### src/rtl/rv32i_ctrl_fsm.sv
// Multi-cycle RV32I control sequencer: fetch/decode/execute/memory/writeback
// with a sticky illegal-instruction trap and a 32-bit retired-instruction counter.
module rv32i_ctrl_fsm (
    input  logic        clk,
    input  logic        rst_n,
    input  logic        en,
    input  logic        imem_valid,
    input  logic        dmem_ready,
    input  logic        is_R,
    input  logic        is_I,
    input  logic        is_S,
    input  logic        is_B,
    input  logic        is_U,
    input  logic        is_J,
    input  logic        is_load,
    input  logic        is_jalr,
    input  logic        br_taken,
    output logic        imem_req,
    output logic        ir_load,
    output logic        pc_we,
    output logic [1:0]  pc_src,
    output logic        rf_we,
    output logic [1:0]  wb_sel,
    output logic        dmem_req,
    output logic        dmem_we,
    output logic        illegal,
    output logic [2:0]  state,
    output logic [31:0] instret
);

    localparam int unsigned StateW = 3;
    localparam int unsigned CntW   = 32;

    typedef enum logic [StateW-1:0] {
        S_IDLE   = 3'd0,
        S_FETCH  = 3'd1,
        S_DECODE = 3'd2,
        S_EXEC   = 3'd3,
        S_MEM    = 3'd4,
        S_WB     = 3'd5,
        S_TRAP   = 3'd6
    } state_e;

    state_e            state_q, state_d;
    logic [CntW-1:0]   instret_q;
    logic              retire;

    // Strobes are decoded from the current state and the handshake inputs so
    // that fetch acceptance, branch retire and store retire land in the same cycle.
    always_comb begin
        state_d  = state_q;
        imem_req = 1'b0;
        ir_load  = 1'b0;
        pc_we    = 1'b0;
        pc_src   = 2'd0;
        rf_we    = 1'b0;
        wb_sel   = 2'd0;
        dmem_req = 1'b0;
        dmem_we  = 1'b0;
        illegal  = 1'b0;
        retire   = 1'b0;
        case (state_q)
            S_IDLE: begin
                if (en) state_d = S_FETCH;
            end
            S_FETCH: begin
                imem_req = 1'b1;
                if (imem_valid) begin
                    ir_load = 1'b1;
                    state_d = S_DECODE;
                end
            end
            S_DECODE: begin
                state_d = $onehot({is_R, is_I, is_S, is_B, is_U, is_J}) ? S_EXEC : S_TRAP;
            end
            S_EXEC: begin
                if (is_B) begin
                    pc_we  = 1'b1;
                    pc_src = br_taken ? 2'd1 : 2'd0;
                    retire = 1'b1;
                end else if (is_S || is_load) begin
                    state_d = S_MEM;
                end else begin
                    state_d = S_WB;
                end
            end
            S_MEM: begin
                dmem_req = 1'b1;
                dmem_we  = is_S;
                if (dmem_ready) begin
                    if (is_S) begin
                        pc_we  = 1'b1;
                        retire = 1'b1;
                    end else begin
                        state_d = S_WB;
                    end
                end
            end
            S_WB: begin
                rf_we  = 1'b1;
                pc_we  = 1'b1;
                retire = 1'b1;
                wb_sel = is_load ? 2'd1 : ((is_J || is_jalr) ? 2'd2 : 2'd0);
                pc_src = is_jalr ? 2'd2 : (is_J ? 2'd1 : 2'd0);
            end
            S_TRAP: begin
                illegal = 1'b1;
            end
            default: begin
                state_d = S_TRAP;
            end
        endcase
        // Run enable is only honoured at instruction boundaries
        if (retire) state_d = en ? S_FETCH : S_IDLE;
    end

    always_ff @(posedge clk or negedge rst_n) begin
        if (!rst_n) begin
            state_q   <= S_IDLE;
            instret_q <= '0;
        end else begin
            state_q <= state_d;
            if (retire) instret_q <= instret_q + CntW'(1);
        end
    end

    assign state   = StateW'(state_q);
    assign instret = instret_q;

endmodule

### config.mk
export PLATFORM = sky130hd
export DESIGN_NAME = rv32i_ctrl_fsm
export DESIGN_NICKNAME = d
export VERILOG_FILES = /design/src/rtl/rv32i_ctrl_fsm.sv
export SDC_FILE = /design/constraint.sdc
export NUM_CORES = 1
export LEC_CHECK = 0
export CAP_MARGIN = 20
export CORE_MARGIN = 10
export CORE_UTILIZATION = 45
export CTS_CLUSTER_DIAMETER = 120
export CTS_CLUSTER_SIZE = 14
export DETAILED_ROUTE_END_ITERATION = 10
export DONT_BUFFER_PORTS = 1
export PLACE_DENSITY_LB_ADDON = 0.2
export SETUP_SLACK_MARGIN = 0.02
export SYNTH_ARGS = -nofsm -noshare
export SYNTH_HDL_FRONTEND = slang
export SYNTH_SLANG_ARGS = --single-unit
### constraint.sdc
create_clock -name clk -period 5.73 [get_ports clk]
set_clock_uncertainty 0.15 [all_clocks]
set_input_delay 0.8595 -clock clk [delete_from_list [all_inputs] [get_ports clk]]
set_output_delay 0.8595 -clock clk [all_outputs]
set_load 0.005 [all_outputs]
Word level (Yosys, flattened, before mapping). Index checks and enable logic that the tools add are counted.

Register bits after elaboration: 35. Latch bits: 0. Memory bits (writable): 0. Bits in read-only memories: 0. Bits of input ports: 14. Output and inout bits: 46. Word-level logic and storage cells: 55. Memories: 0.

Add/subtract/negate cells: 6. $mul: 0. Div/mod/pow operators: 0. Magnitude comparators: 0. Equality and inequality tests: 13. Shift operators: 0. Muxes and demuxes: 29. Bitwise gates (word level): 0. Reduce and logical (&&, ||, !) cells: 5.

Operators with widths (count): 32-bit by 1-bit adder with 32-bit output (second input constant) (1); 3-bit 2-to-1 mux (7); 3-bit case mux with 6 select lines (1); 1-bit 2-to-1 mux (15); 3-bit != test (second input constant) (5); 3-bit equality test (second input constant) (3); 2-bit 2-to-1 mux (4); 1-bit by 1-bit adder with 2-bit output (3); 3-bit by 1-bit equality test with 1-bit output (second input constant) (2); 3-bit by 2-bit equality test with 1-bit output (second input constant) (2); 6-bit AND reduction (1); 2-bit case mux with 2 select lines (1); 2-bit by 2-bit adder with 3-bit output (1); 3-bit by 2-bit adder with 3-bit output (1); 3-bit zero test (1); 1-bit case mux with 3 select lines (1); 1-bit logical OR (2); 2-bit by 1-bit != test with 1-bit output (second input constant) (1); 2-bit OR reduction (1).

Longest topological paths before layout. Gate-level depths: netlist of run 1.

Depth after elaboration: 7. Depth in mapped cells: 10. Depth with buffers taken out: 10.

Least setup slack after synthesis of run 1. No wires, ideal clock.

Path kind: input-to-reg. From: input port is_R. To: register state_q[0] (netlist: state[0]). Library setup time: 0.104 ns. Arrival time: 3.492 ns. Required time: 5.476 ns. Setup slack: 1.985 ns. Stages: 10. Path buffers: 0. Cells stage by stage: inv_1 -> fa_1 -> fa_1 -> inv_1 -> ha_1 -> fa_1 -> or4b_4 -> a21oi_1 -> nor3_1 -> o41ai_2.

Word-level cells in the longest chain between the ends: 6.

RTL lines: from (decl) (RTL line 9) `input logic is_R,`; 1-bit by 1-bit adder with 2-bit output (not written as such) (RTL line 74) `state_d = $onehot({is_R, is_I, is_S, is_B, is_U, is_J}) ? S_EXEC : S_TRAP;`; 3-bit by 2-bit adder with 3-bit output (not written as such) (RTL line 74); 3-bit by 1-bit equality test with 1-bit output (RTL line 74); 3-bit 2-to-1 mux (RTL line 74); 3-bit case mux with 6 select lines (RTL line 62) `case (state_q)`; 3-bit 2-to-1 mux (RTL line 114) `if (retire) state_d = en ? S_FETCH : S_IDLE;`; to (signal assigned) (RTL line 122) `state_q <= state_d;`; to (decl) (RTL line 44) `state_e state_q, state_d;`.

Every way passes these cells. A chain may end at the register's enable or synchronous reset.

Final worst setup path of run 1. Same ends and word-level chain as after synthesis.

==> results_dict.tcl, run 1 <==
set metrics [dict create \
    ys_top_cells_by_area "dfrtp_1, xor2_1, xnor2_1" \
    wl_per_cell_um 18.8 \
    cts_tree "yes" \
    synth_edf_count 0 \
    die-height_um 86.4 \
    switching_power_mw 0.254 \
    synth.largest_area_cell "dfrtp_1" \
    critical_path_class "primary input to flip-flop" \
    netlist_instances 186 \
    cts-root-buf "clkbuf_8" \
    most-common-layout-cells "dfrtp_1, xor2_1, inv_1, nand2_1, nor3_1" \
    clk_latency_ns 0.28 \
    clkTransAtPathRegs_ns 0.07 \
    peakVddDrop_v 0.000149 \
    synth_top_area_share 0.441 \
    postCtsSetupRepairBufs 0 \
    synth_nets 205 \
    total_power_mw 0.706 \
    drive_gt1_frac 0.114 \
    max_cap_violations 0 \
    pin_count 60 \
    hold_buffers 0 \
    syn_avg_cell_area_sq_um 10.7 \
    syn_area_sq_um 1990 \
    remaining_drc_errors 0 \
    detail_route.iter0.violations 84 \
    fmax_mhz 282 \
    grt_first_pass_wirelength_um 7290 \
    period_minus_slack_ns 3.55 \
    start_kind "primary input" \
    maxSlewViolCount 0 \
    gr-usage-all-layers 0.119 \
    swShare 0.361 \
    dieArea_sq_um 7470 \
    timing.slew.headroom 0.638 \
    seqCellArea_sq_um 876 \
    hp-class "primary input to asynchronous set/reset pin" \
    setup_viol 0 \
    htree_levels 2 \
    core_area_sq_um 4320 \
    p_clk_frac 0.226 \
    ctsLongestPathBuffers 2 \
    vias 1354 \
    drtAntennaViolNets 0 \
    rsz0062_at_grt "no" \
    grt_max_degree 36 \
    routed_via_density 5.74 \
    powerDensity_nw_per_um2 340 \
    cp_max_fo 2 \
    pwr-share-seq 0.511 \
    cts_sinks 35 \
    nets 204 \
    hold_viol 0 \
    ys_seq_elements 35 \
    grt_pass1_vias 1390 \
    ys_seq_area_frac 0.441 \
    multi_input_area_sq_um 1000 \
    p_comb_frac 0.262 \
    cp_data_arrival_time_ns 3.58 \
    gp_congestion 0.752 \
    met2_usage 0.192 \
    start_util 0.459 \
    synthToLayoutAreaGrowth_pct 4.41 \
    wirelength_um 4430 \
    post_cts_resized 0 \
    overflow 0 \
    synth_ff_type "dfrtp_1" \
    use_met3 0.0713 \
    port_buffers 0 \
    yosysWarnings 0 \
    status "finished clean" \
    endpoint_kind "flip-flop" \
    row_count 24 \
    globalRouteMet1Util 0.130 \
    period_share 0.620 \
    fin_setup_tns_ns 0 \
    cts_buffers 5 \
    fill_cells 413 \
    final_common_cell "dfrtp_1" \
    p_leak_nw 0.769 \
    top_usage_layer "met2" \
    hpwlAfterDp_um 3330 \
    internal_power_mw 0.451 \
    antenna_found_initial 0 \
    async_flop_share 1.00 \
    first_pass_iters 4 \
    synth.distinct_cells 43 \
    die_x_um 86.4 \
    n_antenna_cell 0 \
    worst_pin_slew_ns 0.541 \
    worst_ep_required_time_ns 5.76 \
]
==> power groups by stage <==
stage	Combinational, mW	Sequential [mW]	Clock [mW]
after floorplan	0.191	0.327	0
after global placement	0.184	0.364	0
after detailed placement	0.188	0.368	0
after CTS	0.190	0.363	0.166
after global routing	0.210	0.372	0.176
final	0.185	0.361	0.160
==> registers in the layout, summed over array words and instances (netlist names) <==
signal	flops
instret	32
state	3
==> kinds of logic after synthesis <==
family	after synthesis	share of synthesized area
simple gates	79	0.275
flops	35	0.441
xor+xnor	31	0.137
buf+inv	24	0.0554
compound gates	11	0.0435
fa+ha+maj	5	0.0428
mux	1	0.00567
==> synth_stat cells, types with 4 or more instances <==
cell,count
buf_2,4
and4_1,4
xor2_1,23
nand2_1,11
nor2_1,9
xnor2_1,8
nor4_1,6
nand2b_1,4
and2_1,4
dfrtp_1,35
nand3_1,8
nor3_1,11
nand4_1,4
inv_1,16
==> final timing paths <==
| kind | from | end | slack (ns) | depth (start not counted) |
|---|---|---|---|---|
| min | rst_n | instret[29] | 0.12 | 0 |
| min in group clk | instret[31] | instret[31] | 0.35 | 1 |
| max | is_R | state[0] | 2.18 | 10 |
| max reg2reg | state[1] | instret[28] | 3.63 | 4 |
| min reg2reg | instret[31] | instret[31] | 0.35 | 1 |
| max in group asynchronous | rst_n | instret[22] | 5.23 | 0 |
==> metrics by stage <==
step	area (sq um)	util	cells	setup WS (ns)	hold WS (ns)
2_1_floorplan	1990	-	186	1.98	0.315
3_3_place_gp	2000	0.463	230	1.91	0.349
3_5_place_dp	2000	0.463	230	1.88	0.356
4_1_cts	2070	0.479	236	2.17	0.107
5_1_grt	2070	0.479	236	2.02	0.100
6_report	2070	0.479	236	2.18	0.120
==> worst max-delay path: stages <==
cell     delay, ns
inv_1         0.04
fa_1          0.48
fa_1          0.49
inv_1         0.05
ha_1          0.18
fa_1          0.44
or4b_4        0.53
a21oi_1       0.14
nor3_1        0.07
o41ai_2       0.32
==> routing by layer <==
metal,share of wire,wire length (um)
met1,0.38,1690
met3,0.12,543
met4,0.0045,20
met2,0.49,2170
met5,0,0
==> final cells by class <==
type,count,area share
clock buffers,6,0.0350
inverters,16,0.0290
multi-input cells,127,0.482
flip-flops and latches,35,0.422
well taps,52,0.0314
Note: power is estimated with default switching activity, not from simulation.
==> run 2, diff against run 1 <==
clock period = 3.34 ns   (was 5.73 ns; I/O delays follow)
==> run 2 against run 1 <==
  * Count of clock-buffer cells in the layout is 1 lower
  * Worst setup slack worse by 1.9 ns
  * Via count is 1.2% lower
  * Sequential cell count stayed put
  * Utilization is 1.2 points higher
==> results_dict.tcl, run 2 (synthesized netlist as in run 1, its figures left out) <==
set metrics [dict create \
    timing.slew.headroom 0.616 \
    critical_path_class "primary input to flip-flop" \
    wirelength_um 4440 \
    cts-root-buf "clkbuf_8" \
    swShare 0.378 \
    final_common_cell "dfrtp_1" \
    maxSlewViolCount 0 \
    overflow 0 \
    hold_ws_ns 0.282 \
    nets 206 \
    grt_first_pass_wirelength_um 7290 \
    drtAntennaViolNets 0 \
    r2r_cells 4 \
    start_util 0.459 \
    reg2reg_to "instret[28]" \
    p_clk_frac 0.244 \
    first_pass_iters 4 \
    die_x_um 86.4 \
    gp_congestion 0.814 \
    hold_start "imem_valid" \
    rrSetupSlack_ns 1.23 \
    fin_setup_tns_ns 0 \
    port_buffers 0 \
    p_comb_frac 0.262 \
    pwr-share-seq 0.494 \
    r2r_start "state[1]" \
    wl_per_cell_um 18.5 \
    p_leak_nw 0.786 \
    period_share 0.924 \
    fill_cells 401 \
    status "finished clean" \
    die-height_um 86.4 \
    final_util 0.491 \
    antenna_found_initial 0 \
    grt_pass1_vias 1438 \
    cp_data_arrival_time_ns 3.12 \
    powerDensity_nw_per_um2 592 \
    core_area_sq_um 4320 \
    setup_viol 0 \
    gr-usage-all-layers 0.119 \
    cts_tree "yes" \
    grt_max_degree 36 \
    pin_count 60 \
    most-common-layout-cells "dfrtp_1, xor2_1, inv_1, nand2_1, nor3_1" \
    fmax_mhz 324 \
    hold_buffers 2 \
    detail_route.iter0.violations 55 \
    row_count 24 \
    cts_buffers 5 \
    postCtsSetupRepairBufs 0 \
    largest_reg_flops 32 \
    clk_latency_ns 0.29 \
    hold_path_end "state[0]" \
    drive_gt1_frac 0.138 \
    cp_max_fo 3 \
    hold_viol 0 \
    ctsLongestPathBuffers 2 \
    worst_ep_required_time_ns 3.38 \
    routed_via_density 5.58 \
    n_antenna_cell 0 \
    worst_pin_slew_ns 0.575 \
    switching_power_mw 0.475 \
    max_cap_violations 0 \
    hpwlAfterDp_um 3290 \
    post_cts_resized 0 \
    clkTransAtPathRegs_ns 0.08 \
    period_minus_slack_ns 3.09 \
    synthToLayoutAreaGrowth_pct 6.93 \
    htree_levels 2 \
    rsz0062_at_grt "no" \
    peakVddDrop_v 0.000222 \
    dieArea_sq_um 7470 \
    vias 1338 \
    cts_sinks 35 \
    endpoint_kind "flip-flop" \
    remaining_drc_errors 0 \
    hp-class "primary input to flip-flop" \
    hold-path-cell-count 2 \
    internal_power_mw 0.781 \
    start_kind "primary input" \
]
## run 2: cell types whose count changed in the layout (fill, tap and decap cells not counted)
cell and delta:
clkinv_2 +1, clkbuf_1 -1, a21oi_2 +1, a21oi_1 -1, clkinvlp_4 +2, buf_12 +1
dlygate4sd3_1 +1
## run 2: final cells by class
cell class / count / area, sq um / area share
Clock buffer: 5 / 68.8 / 0.0324
Clock inverter: 3 / 20.0 / 0.00943
Inverter: 16 / 60.1 / 0.0283
Multi-Input combinational cell: 127 / 1000 / 0.473
Sequential cell: 35 / 876 / 0.412
Tap cell: 52 / 65.1 / 0.0306
Timing Repair Buffer: 2 / 30.0 / 0.0141
## run 2: power groups by stage
stage | logic (mW) | registers (mW) | clock network [mW]
6_report | 0.329 | 0.620 | 0.307
5_1_grt | 0.377 | 0.637 | 0.334
4_1_cts | 0.336 | 0.624 | 0.315
3_5_place_dp | 0.321 | 0.633 | 0
3_3_place_gp | 0.312 | 0.628 | 0
2_1_floorplan | 0.329 | 0.562 | 0
## run 2: worst max path at each step
| stage | depth (start not counted) | to | start |
|---|---|---|---|
| 2_1_floorplan | 10 | state[0] | is_B |
| 3_3_place_gp | 10 | state[0] | is_B |
| 3_5_place_dp | 10 | state[0] | is_B |
| 4_1_cts | 10 | state[0] | is_B |
| 5_1_grt | 10 | state[0] | is_B |
| 6_report | 10 | state[0] | is_B |
## run 2: per-stage QoR
step / setup slack, ns / total power [mW] / cells / instance area, sq um
6_report: 0.255 / 1.26 / 240 / 2120
5_1_grt: 0.128 / 1.35 / 240 / 2120
4_1_cts: 0.228 / 1.28 / 240 / 2120
3_5_place_dp: -0.0690 / 0.955 / 230 / 2000
3_3_place_gp: -0.00791 / 0.940 / 230 / 2000
2_1_floorplan: 0.0709 / 0.891 / 186 / 1990
## run 2: metal layers
| layer | GRT usage | share of wire |
|---|---|---|
| met2 | 0.200 | 0.49 |
| met3 | 0.0685 | 0.12 |
| met4 | 0.0398 | 0.012 |
| met5 | 0 | 0 |
| met1 | 0.122 | 0.37 |
## run 2: critical path, cell delays in order
cell and delay (ns):
inv_1 0.03, fa_1 0.49, fa_1 0.52, inv_1 0.04
ha_1 0.18, fa_1 0.44, or4b_4 0.50, a21oi_2 0.14
nor3_1 0.06, o41ai_2 0.21
==> run 3, diff against run 2 <==
CAP_MARGIN = not set   (was 20)
==> results of run 3 <==
The final DEF is identical to that of run 2; final timing and power are the same.
